$ cat src/rtl/common_pkg.sv
// common_pkg: shared sizing, types and state encoding for the operand fetch stage
package common_pkg;
  localparam int SYS_ARRAY_SIZE = 4;
  localparam int DATA_WIDTH = 8;
  localparam int ADDR_WIDTH = 32;
  localparam int ROW_BITS = SYS_ARRAY_SIZE * DATA_WIDTH;
  localparam int ROW_BYTES = ROW_BITS / 8;
  localparam int FILL_CYCLES = 3 * SYS_ARRAY_SIZE;
  localparam int CNT_W = $clog2(5 * SYS_ARRAY_SIZE + 1);
  typedef logic [DATA_WIDTH-1:0] data_t;
  typedef logic [CNT_W-1:0] fetch_cnt_t;
  typedef enum logic [2:0] {IDLE, READ, COMPUTE, HANDOFF, DRAIN} state_t;
endpackage

$ cat src/rtl/skew_buffer.sv
// skew_buffer: delays lane j by j cycles so operands enter the array diagonally
module skew_buffer
  import common_pkg::*;
(
  input  logic                             clk_i,
  input  logic                             rst_i,
  input  data_t [SYS_ARRAY_SIZE-1:0]       din_i,
  output data_t [SYS_ARRAY_SIZE-1:0]       dout_o
);
  assign dout_o[0] = din_i[0];
  for (genvar j = 1; j < SYS_ARRAY_SIZE; j++) begin : g_lane
    data_t [j-1:0] sr_q, sr_d;
    always_comb begin
      sr_d[0] = din_i[j];
      for (int i = 1; i < j; i++) sr_d[i] = sr_q[i-1];
    end
    always_ff @(posedge clk_i or negedge rst_i)
      if (!rst_i) sr_q <= '0;
      else sr_q <= sr_d;
    assign dout_o[j] = sr_q[j-1];
  end
endmodule

$ cat src/rtl/operand_fetch.sv
// operand_fetch: reads N rows of A and B, feeds them skewed into the array,
// then hands the C base to the write stage and waits out its drain
module operand_fetch
  import common_pkg::*;
(
  input  logic                       clk_i,
  input  logic                       rst_i,
  input  logic                       start_i,
  input  logic [ADDR_WIDTH-1:0]      addr_a_i,
  input  logic [ADDR_WIDTH-1:0]      addr_b_i,
  input  logic [ADDR_WIDTH-1:0]      addr_c_i,
  output logic                       en_a_o,
  output logic                       en_b_o,
  output logic [ADDR_WIDTH-1:0]      addr_a_o,
  output logic [ADDR_WIDTH-1:0]      addr_b_o,
  input  logic [ROW_BITS-1:0]        rdata_a_i,
  input  logic [ROW_BITS-1:0]        rdata_b_i,
  output logic                       clear_o,
  output data_t [SYS_ARRAY_SIZE-1:0] a_o,
  output data_t [SYS_ARRAY_SIZE-1:0] b_o,
  output logic                       valid_o,
  output logic [ADDR_WIDTH-1:0]      addr_c_o,
  output logic                       busy_o
);
  localparam int N = SYS_ARRAY_SIZE;
  state_t state_q, state_d;
  fetch_cnt_t cnt_q, cnt_d;
  logic [ADDR_WIDTH-1:0] base_a_q, base_a_d, base_b_q, base_b_d, base_c_q, base_c_d;
  logic rvalid_q, rvalid_d;
  logic [ADDR_WIDTH-1:0] off;
  data_t [N-1:0] row_a, row_b;
  // cnt holds (cycle - 1) of the current operation
  always_comb begin
    state_d = state_q;
    cnt_d = cnt_q + fetch_cnt_t'(1);
    base_a_d = base_a_q;
    base_b_d = base_b_q;
    base_c_d = base_c_q;
    rvalid_d = state_q == READ;
    case (state_q)
      IDLE: begin
        cnt_d = '0;
        if (start_i) begin
          state_d = READ;
          base_a_d = addr_a_i;
          base_b_d = addr_b_i;
          base_c_d = addr_c_i;
        end
      end
      READ: state_d = cnt_q == fetch_cnt_t'(N - 1) ? COMPUTE : READ;
      COMPUTE: state_d = cnt_q == fetch_cnt_t'(FILL_CYCLES - 2) ? HANDOFF : COMPUTE;
      HANDOFF: state_d = DRAIN;
      DRAIN: if (cnt_q == fetch_cnt_t'(5 * N - 2)) begin
        state_d = IDLE;
        cnt_d = '0;
      end
      default: state_d = IDLE;
    endcase
  end
  always_ff @(posedge clk_i or negedge rst_i)
    if (!rst_i) begin
      state_q <= IDLE;
      cnt_q <= '0;
      base_a_q <= '0;
      base_b_q <= '0;
      base_c_q <= '0;
      rvalid_q <= 1'b0;
    end else begin
      state_q <= state_d;
      cnt_q <= cnt_d;
      base_a_q <= base_a_d;
      base_b_q <= base_b_d;
      base_c_q <= base_c_d;
      rvalid_q <= rvalid_d;
    end
  assign off = ADDR_WIDTH'(cnt_q) * ADDR_WIDTH'(ROW_BYTES);
  assign en_a_o = state_q == READ;
  assign en_b_o = en_a_o;
  assign addr_a_o = en_a_o ? base_a_q + off : '0;
  assign addr_b_o = en_b_o ? base_b_q + off : '0;
  assign clear_o = en_a_o && cnt_q == '0;
  assign valid_o = state_q == HANDOFF;
  assign addr_c_o = valid_o ? base_c_q : '0;
  assign busy_o = state_q != IDLE;
  // memory data is only trusted in the cycle after an enable
  assign row_a = rvalid_q ? rdata_a_i : '0;
  assign row_b = rvalid_q ? rdata_b_i : '0;
  skew_buffer u_skew_a (.clk_i(clk_i), .rst_i(rst_i), .din_i(row_a), .dout_o(a_o));
  skew_buffer u_skew_b (.clk_i(clk_i), .rst_i(rst_i), .din_i(row_b), .dout_o(b_o));
endmodule

$ cat config.mk
export PLATFORM = sky130hd
export DESIGN_NAME = operand_fetch
export DESIGN_NICKNAME = d
export VERILOG_FILES = /design/src/rtl/common_pkg.sv /design/src/rtl/skew_buffer.sv /design/src/rtl/operand_fetch.sv
export SDC_FILE = /design/constraint.sdc
export NUM_CORES = 1
export LEC_CHECK = 0
export ABC_AREA = 1
export CAP_MARGIN = 20
export CORE_MARGIN = 1.5
export CORE_UTILIZATION = 40
export DETAILED_ROUTE_END_ITERATION = 10
export PLACE_DENSITY = 0.7
export SLEW_MARGIN = 20
export SYNTH_ARGS = -nofsm -noshare
export SYNTH_HDL_FRONTEND = slang
export SYNTH_SLANG_ARGS = --single-unit
export TNS_END_PERCENT = 20
$ cat constraint.sdc
create_clock -name clk_i -period 5.72 [get_ports clk_i]
set_input_delay 1.144 -clock clk_i [delete_from_list [all_inputs] [get_ports clk_i]]
set_output_delay 1.144 -clock clk_i [all_outputs]
set_load 0.005 [all_outputs]
After elaboration in Yosys (flattened, before gate mapping)
Index checks and enable logic that the tools add are counted.
{ "totals": {"wordCells": 48, "in_bits": 163, "n_memories": 0, "mem_bits_rw": 0, "latch_bits": 0, "romBits": 0, "reg_bits": 201} }
{ "classes": {"magnitude_cmp": 0, "n_mul": 0, "eq_ne": 9, "n_div": 0, "muxes": 12, "n_addsub": 3, "n_reduce_logical": 6, "bitwise_logic": 0, "shifts": 0} }
{ "ops": {"columns": ["op", "n"], "rows": [
  ["32-bit 2-to-1 mux", 5],
  ["32-bit by 7-bit adder with 32-bit output", 2],
  ["3-bit case mux with 5 select lines", 1],
  ["5-bit case mux with 2 select lines", 1],
  ["3-bit by 2-bit equality test with 1-bit output (second input constant)", 2],
  ["3-bit 2-to-1 mux", 2],
  ["5-bit by 1-bit adder with 5-bit output (second input constant)", 1],
  ["5-bit by 2-bit equality test with 1-bit output (second input constant)", 1],
  ["5-bit by 4-bit equality test with 1-bit output (second input constant)", 1],
  ["5-bit equality test (second input constant)", 1],
  ["5-bit logical NOT", 1],
  ["5-bit 2-to-1 mux", 1],
  ["2-bit inequality test (second input constant)", 2],
  ["2-bit AND reduction", 2],
  ["3-bit by 1-bit equality test with 1-bit output (second input constant)", 1],
  ["3-bit equality test (second input constant)", 1],
  ["3-bit logical NOT", 1],
  ["3-bit nonzero test", 1],
  ["2-bit 2-to-1 mux", 1],
  ["1-bit logical AND", 1],
  ["1-bit 2-to-1 mux", 1]
]} }

Depth between registers and ports, before layout
Gate-level depths: netlist of run 1.
{ "depth": {"depth_word": 3, "ltp_mapped": 12, "depth_no_buf": 12} }

By module
A second synthesis of run 1 with hierarchy kept.
{ "hier_totals": {"cells_unflattened": 1223, "hier_area_um2": 9788.1} }
{ "by_module_without_submodules": {"columns": ["mod", "cells_per_inst", "area_each_um2", "n_inst"], "rows": [
  ["operand_fetch", 1111, 7265.7, 1],
  ["skew_buffer", 56, 1261.2, 2]
]} }

Worst setup path before layout of run 1
OpenSTA, ideal clock, no wires.
{ "synth_path": {"path_type": "register to output", "start": "register cnt_q[0]", "end": "output addr_a_o[30]", "required_ns": 4.576, "slack_ns": 2.824, "path_stages_with_launch": 11, "arrival_time_ns": 1.752, "path_cell_list": "dfrtp_1 ha_1 inv_1 fa_1 inv_1 nand2_1 nand2_1 nand2_1 o21ai_0 a21oi_1 nor2_1"} }
{ "synth_between": {"elab_chain_cells": 2} }
{ "synth_lines": {"columns": ["item", "line", "source"], "rows": [
  ["from (decl)", "operand_fetch.sv:27", "fetch_cnt_t cnt_q, cnt_d;"],
  ["from (signal assigned)", "operand_fetch.sv:70", "cnt_q <= cnt_d;"],
  ["32-bit by 7-bit adder with 32-bit output", "operand_fetch.sv:79", "assign addr_a_o = en_a_o ? base_a_q + off : '0;"],
  ["32-bit 2-to-1 mux", "operand_fetch.sv:79", null],
  ["to (decl)", "operand_fetch.sv:14", "output logic [ADDR_WIDTH-1:0] addr_a_o,"]
]} }
No other way between the ends.

Final worst setup path of run 1
Ends and elaborated chain as after synthesis.

==> results of run 1 <==
## sequential cells by signal, indices dropped and copies added, names as in the netlist, 5 cells and up
signal	count
u_skew_a.g_lane.sr_d	24
u_skew_a.dout_o	16
u_skew_b.dout_o	16
u_skew_b.g_lane.sr_q	8
base_a_q	32
u_skew_b.g_lane.sr_d	24
base_c_q	32
base_b_q	32
u_skew_a.g_lane.sr_q	8
cnt_q	5
## power by group through the flow
stage	Combinational (W)	Sequential, W	Clock [W]
after global placement	0.00340	0.00239	0
final	0.00349	0.00237	0.00154
after CTS	0.00347	0.00240	0.00158
after global routing	0.00388	0.00243	0.00164
after detailed placement	0.00344	0.00241	0
after floorplan	0.00188	0.00224	0
## worst paths after layout
path	start	end	slack, ns
worst max-delay path	cnt_q[0]	addr_a_o[30]	1.43
worst max register to register	state_q[1]	base_a_q[20]	3.77
worst min register to register	u_skew_a.g_lane[3].sr_d[9]	u_skew_a.g_lane[3].sr_d[17]	0.35
max in group asynchronous	rst_i	rvalid_q	3.99
worst min-delay path	u_skew_a.g_lane[3].sr_d[9]	u_skew_a.g_lane[3].sr_d[17]	0.35
min in group asynchronous	rst_i	base_b_q[9]	0.61
## layout make-up
type,count,area (µm²)
diodes,1,2.50
clock buffers,31,647
clock inverters,11,169
fillers,2127,9650
inverters,186,698
multi-input cells,771,3640
flip-flops and latches,201,5030
well taps,319,399
repair buffers,335,3380
## worst reg2reg max path: cells and delay by family, from the launching register on
family	cells	cell delay, ns
DFF	1	0.43
muxes	1	0.34
and+or+nand+nor	2	0.63
buffers and inverters	1	0.42
## per-stage QoR
stage                     hold slack (ns)  power (W)  worst slack [ns]  instances
after global routing                0.352    0.00796              1.12       1855
after detailed placement            0.335    0.00585              1.95       1810
after global placement              0.331    0.00579              1.97       1810
after CTS                           0.346    0.00745              1.40       1852
final                               0.346    0.00740              1.43       1855
after floorplan                     0.331    0.00413              2.82       1208
## Yosys cell counts, drive strengths merged (2+ instances only)
master  number  share of area [%]
a31oi        4               0.26
buf         40                2.9
a21boi       4               0.31
dfrtp      201                 52
o21ai       22                1.1
xor2         3               0.27
clkbuf      10               0.39
nand3b       2               0.16
nor2       258                 10
inv        186                7.2
nand2      272                 11
a21oi       88                4.6
nor3         5               0.43
mux2        31                3.6
nand3       52                2.8
nand4       12               0.78
fa           2               0.41
ha          13                1.7
## metal layers
layer / wire length [µm] / vias to the layer above / global-route usage, % / share of wire [%]
li1: - / 4310 / - / -
met5: 0 / - / 0 / 0
met1: 11400 / 3981 / 27.1 / 40
met3: 2820 / 50 / 7.24 / 10
met4: 920 / 0 / 7.12 / 3.3
met2: 13200 / 324 / 37.4 / 47
## kinds of logic (layout without fill, tap and decap cells)
logic type                 count (synthesis)  count (layout)  synth area share, %
AOI/OAI and AO/OA                        120             120                 6.42
buffers and inverters                    236             563                 10.5
and+or+nand+nor                          601             601                 25.0
muxes                                     31              31                 3.61
other                                      0               1                    0
adders and majority gates                 15              15                 2.10
xor gates and xnor gates                   4               4                0.362
DFF                                      201             201                 52.0
==> results.cfg, run 1 <==
[worst_setup_path]
worst_path_most_repeated_cell = nand2_1
path_depth = 11
crit_buf_inv = 3
worstSetupPathType = reg2out
cpPeakStageDelay_ns = 0.53
critical_path.top_delay_family = buffers and inverters
cp-end-kind = output port
crit_chain = ha_1 -> inv_1 -> fa_1 -> inv_1 -> nand2_1 -> nand2_1 -> nand2_1 -> o21ai_0 -> a21oi_1 -> nor2_1 -> clkdlybuf4s50_1
required_ns = 4.58
crit_path_max_fanout = 6
reg2reg_depth = 4
start_kind = flip-flop
crit_arrival_ns = 3.14
slowest_stage = clkdlybuf4s50_1

[grt]
grt_pass1_wl_um = 43300
antenna_found_initial = 1
gr-total-overflow = 0
grt_start_max_net_pins = 124
grt_util_all_layers_pct = 22.3
grt_pass1_vias = 8341

[timing]
hold_viol = 0
maxSlewViolCount = 0
finalCritPeriodShare_pct = 75.0
worst_pin_slew_ns = 0.704
fin_skew_ns = 0.0161
report.final.setup_viol = 0
finalSetupTns_ns = 0
period_needed_ns = 4.29
rsz0062_at_grt = false
maxSlewHeadroom_pct = 53.0
fmax_mhz = 233

[cells_and_area]
drive_gt1_share_pct = 6.06
finalNetCount = 1697
mostFrequentLayoutCells = 326 x clkdlybuf4s50_1, 268 x nand2_1, 254 x nor2_1
syn_to_final_growth_pct = 44.4
final_area_mm2 = 0.0140
final_common_cell = clkdlybuf4s50_1
fin_util_pct = 59.1

[outcome]
status = completed

[cts]
clockBufferDepth = 3
cts_made_buffers = 24
cts_tree = done
cts_sinks = 201
insertion_delay_ns = 0.53
ctsResizeCount = 0
holdBufCountCts = 0
post_cts_buffers = 0
clk_pin_slew_worst_paths_ns = 0.06
htreeDepth = 1
cts_root_buffer = clkbuf_16

[die]
fp-row-count = 56
start_util_pct = 41.0
ios = 328
dieArea_mm2 = 0.0251
dieWidth_um = 158
dieHeight_um = 158
design.core.area_mm2 = 0.0236

[power]
p_int_w = 0.00461
p_comb_share_pct = 47.1
peakVddDrop_mv = 0.308
p_leak_nw = 7.03
p_per_area_mw_per_mm2 = 530
seq_power_share_pct = 32.0
p_clk_share_pct = 20.8
swShare_pct = 37.6
power.switching_w = 0.00278

[synth]
synth-seq-cells = 201
synth_nets = 1386
async_flop_share_pct = 100
syn_inst = 1208
syn_area_mm2 = 0.00967
synth.distinct_cells = 33
syn_area_per_cell_um2 = 8.01
synthFlopType = dfrtp_1
yosysSeqAreaShare_pct = 52.0
synth-edff-count = 0
yosysWarnings = 0

[place]
hpwl_um = 21000
placed_area_mm2 = 0.0131
io_buffer_count = 327
place_congestion = 0.957

[worst_hold_path]
hold_class = reg2reg
hold_depth = 0

[detailed_routing]
wire_per_inst_um = 15.2
drc_errors = 0
firstDrtPassIters = 5
drt_iter0_drc = 507
ant_nets = 0
vias = 8665
wl_um = 28300
via_per_inst = 4.67

[run]
maxCapViolations = 0
Note: power is estimated with default switching activity, not from simulation.
==> run 2, diff against run 1 <==
--- a/config.mk
+++ b/config.mk
@@ -10,7 +10,7 @@
 export CORE_MARGIN = 1.5
 export CORE_UTILIZATION = 40
 export DETAILED_ROUTE_END_ITERATION = 10
-export PLACE_DENSITY = 0.7
+export PLACE_DENSITY = 0.73
 export SLEW_MARGIN = 20
 export SYNTH_ARGS = -nofsm -noshare
 export SYNTH_HDL_FRONTEND = slang
==> constraint.sdc (replaced) <==
create_clock -name clk_i -period 3.5 [get_ports clk_i]
set_input_delay 0.7 -clock clk_i [delete_from_list [all_inputs] [get_ports clk_i]]
set_output_delay 0.7 -clock clk_i [all_outputs]
set_load 0.005 [all_outputs]
==> run 2 against run 1 <==
  * Utilization grew 1.2 points
  * Final cell count grew 0.65%
  * Clock skew shrank 0.0051 ns
  * Routed wire length grew 1.3%
  * Register-to-register slack lost 2.1 ns
  * Total power grew 65%
  * Global-route usage shrank 0.10 points
  * First-iteration DRC count shrank 9.7%
==> results.cfg, run 2 (same netlist as run 1, synthesis figures left out) <==
[timing]
finalCritPeriodShare_pct = 97.8
rsz0062_at_grt = true
report.final.setup_viol = 0
worst_pin_slew_ns = 0.673
fmax_mhz = 292
maxSlewHeadroom_pct = 55.2
setup_ws_ns = 0.0785
hold_viol = 0
hold_ws_ns = 0.228
fin_skew_ns = 0.0110
maxSlewViolCount = 0
period_needed_ns = 3.42

[die]
start_util_pct = 41.0
dieHeight_um = 158
dieWidth_um = 158
ios = 328
dieArea_mm2 = 0.0251
fp-row-count = 56
design.core.area_mm2 = 0.0236

[detailed_routing]
wire_per_inst_um = 15.3
via_per_inst = 4.72
drt_iter0_drc = 458
firstDrtPassIters = 5
ant_nets = 0
wl_um = 28600
vias = 8812
drc_errors = 0

[cts]
holdBufCountCts = 0
insertion_delay_ns = 0.52
cts_sinks = 201
clk_pin_slew_worst_paths_ns = 0.06
cts_made_buffers = 24
htreeDepth = 1
cts_root_buffer = clkbuf_16
clockBufferDepth = 3
cts_tree = done

[worst_setup_path]
worstSetupPathType = reg2out
crit_path_max_fanout = 7
crit_chain = ha_2 -> inv_1 -> fa_1 -> inv_2 -> nand2_1 -> nand2_2 -> nand3_2 -> nand2_4 -> buf_4 -> nand3_1 -> nor2_1 -> nor2_2 -> clkdlybuf4s50_1
required_ns = 2.80
reg2reg_depth = 6
slowest_stage = clkdlybuf4s50_1
rr_endpoint = base_c_q[18]
crit_arrival_ns = 2.72
cpPeakStageDelay_ns = 0.44
rrSetupSlack_ns = 1.69
cp-end-kind = output port
r2r_start = state_q[0]
start_kind = flip-flop
crit_start = base_a_q[2]

[grt]
grt_pass1_wl_um = 43500
grt_pass1_vias = 8701
grt_start_max_net_pins = 80
antenna_found_initial = 2
grt_util_all_layers_pct = 22.2
gr-total-overflow = 0

[place]
hpwl_um = 20900
place_inst = 1814
pre_cts_ws_ns = 0.202
io_buffer_count = 327
place_congestion = 0.929
placed_area_mm2 = 0.0132

[worst_hold_path]
hold_class = in2async

[cells_and_area]
final_cells = 1867
syn_to_final_growth_pct = 47.4
reg.largest.list = base_a_q (32), base_b_q (32), base_c_q (32)
final_common_cell = clkdlybuf4s50_1
drive_gt1_share_pct = 8.60
mostFrequentLayoutCells = 310 x clkdlybuf4s50_1, 262 x nand2_1, 251 x nor2_1
finalNetCount = 1709
fillers = 2055
final_area_mm2 = 0.0143

[run]
maxCapViolations = 0

[power]
total_power_w = 0.0122
p_leak_nw = 7.25
peakVddDrop_mv = 0.548
p_per_area_mw_per_mm2 = 858

[outcome]
status = completed
-- run 2: what timing repair did --
action,4_1_cts,5_1_grt
gates resized for setup,23,36
pin swaps,4,9
endpoints found under the setup margin,24,44
setup buffers,2,8
-- run 2: cell type report --
type / instances / area [µm²] / area share, %
antenna: 2 / 5.00 / 0.0351
clock buffer: 33 / 654 / 4.59
clock inverter: 8 / 170 / 1.19
inverter: 186 / 698 / 4.90
multi-input combinational: 771 / 3810 / 26.7
sequential: 201 / 5040 / 35.3
tap: 319 / 399 / 2.80
timing repair buffer: 347 / 3480 / 24.4
-- run 2: report_power, final --
group / switching (W) / internal [W] / leakage, nW
Combinational: 0.00298 / 0.00279 / 4.43
Sequential: 0.000664 / 0.00322 / 2.43
Clock: 0.000973 / 0.00161 / 0.391
Total: 0.00461 / 0.00761 / 7.25
-- run 2: routing by layer --
layer	track usage, %	vias to the layer above	part of all wire [%]
met3	7.68	49	9.6
met4	7.92	0	2.7
met5	0	-	0
met2	37.0	334	48
met1	26.5	4090	40
li1	-	4339	-
-- run 2: worst max-delay path by stage --
stage	cells past startpoint	endpoint	slack (ns)
3_3_place_gp	10	addr_a_o[30]	0.28
3_5_place_dp	10	addr_a_o[30]	0.20
2_1_floorplan	10	addr_a_o[30]	1.05
5_1_grt	13	addr_a_o[22]	-0.08
6_report	13	addr_a_o[22]	0.08
4_1_cts	10	addr_a_o[17]	-0.03
-- run 2: worst max-delay path: cells and delay by family (launching register included) --
kind | cells | cell delay, ns
adders and majority gates | 2 | 0.56
buffers and inverters | 4 | 0.69
DFF | 1 | 0.35
and+or+nand+nor | 7 | 0.60
-- run 2: through the flow --
step / utilization, % / setup TNS (ns)
3_5_place_dp: 55.7 / 0
5_1_grt: 60.4 / -0.318
6_report: 60.4 / 0
4_1_cts: 59.4 / -0.0473
2_1_floorplan: - / 0
3_3_place_gp: 55.7 / 0
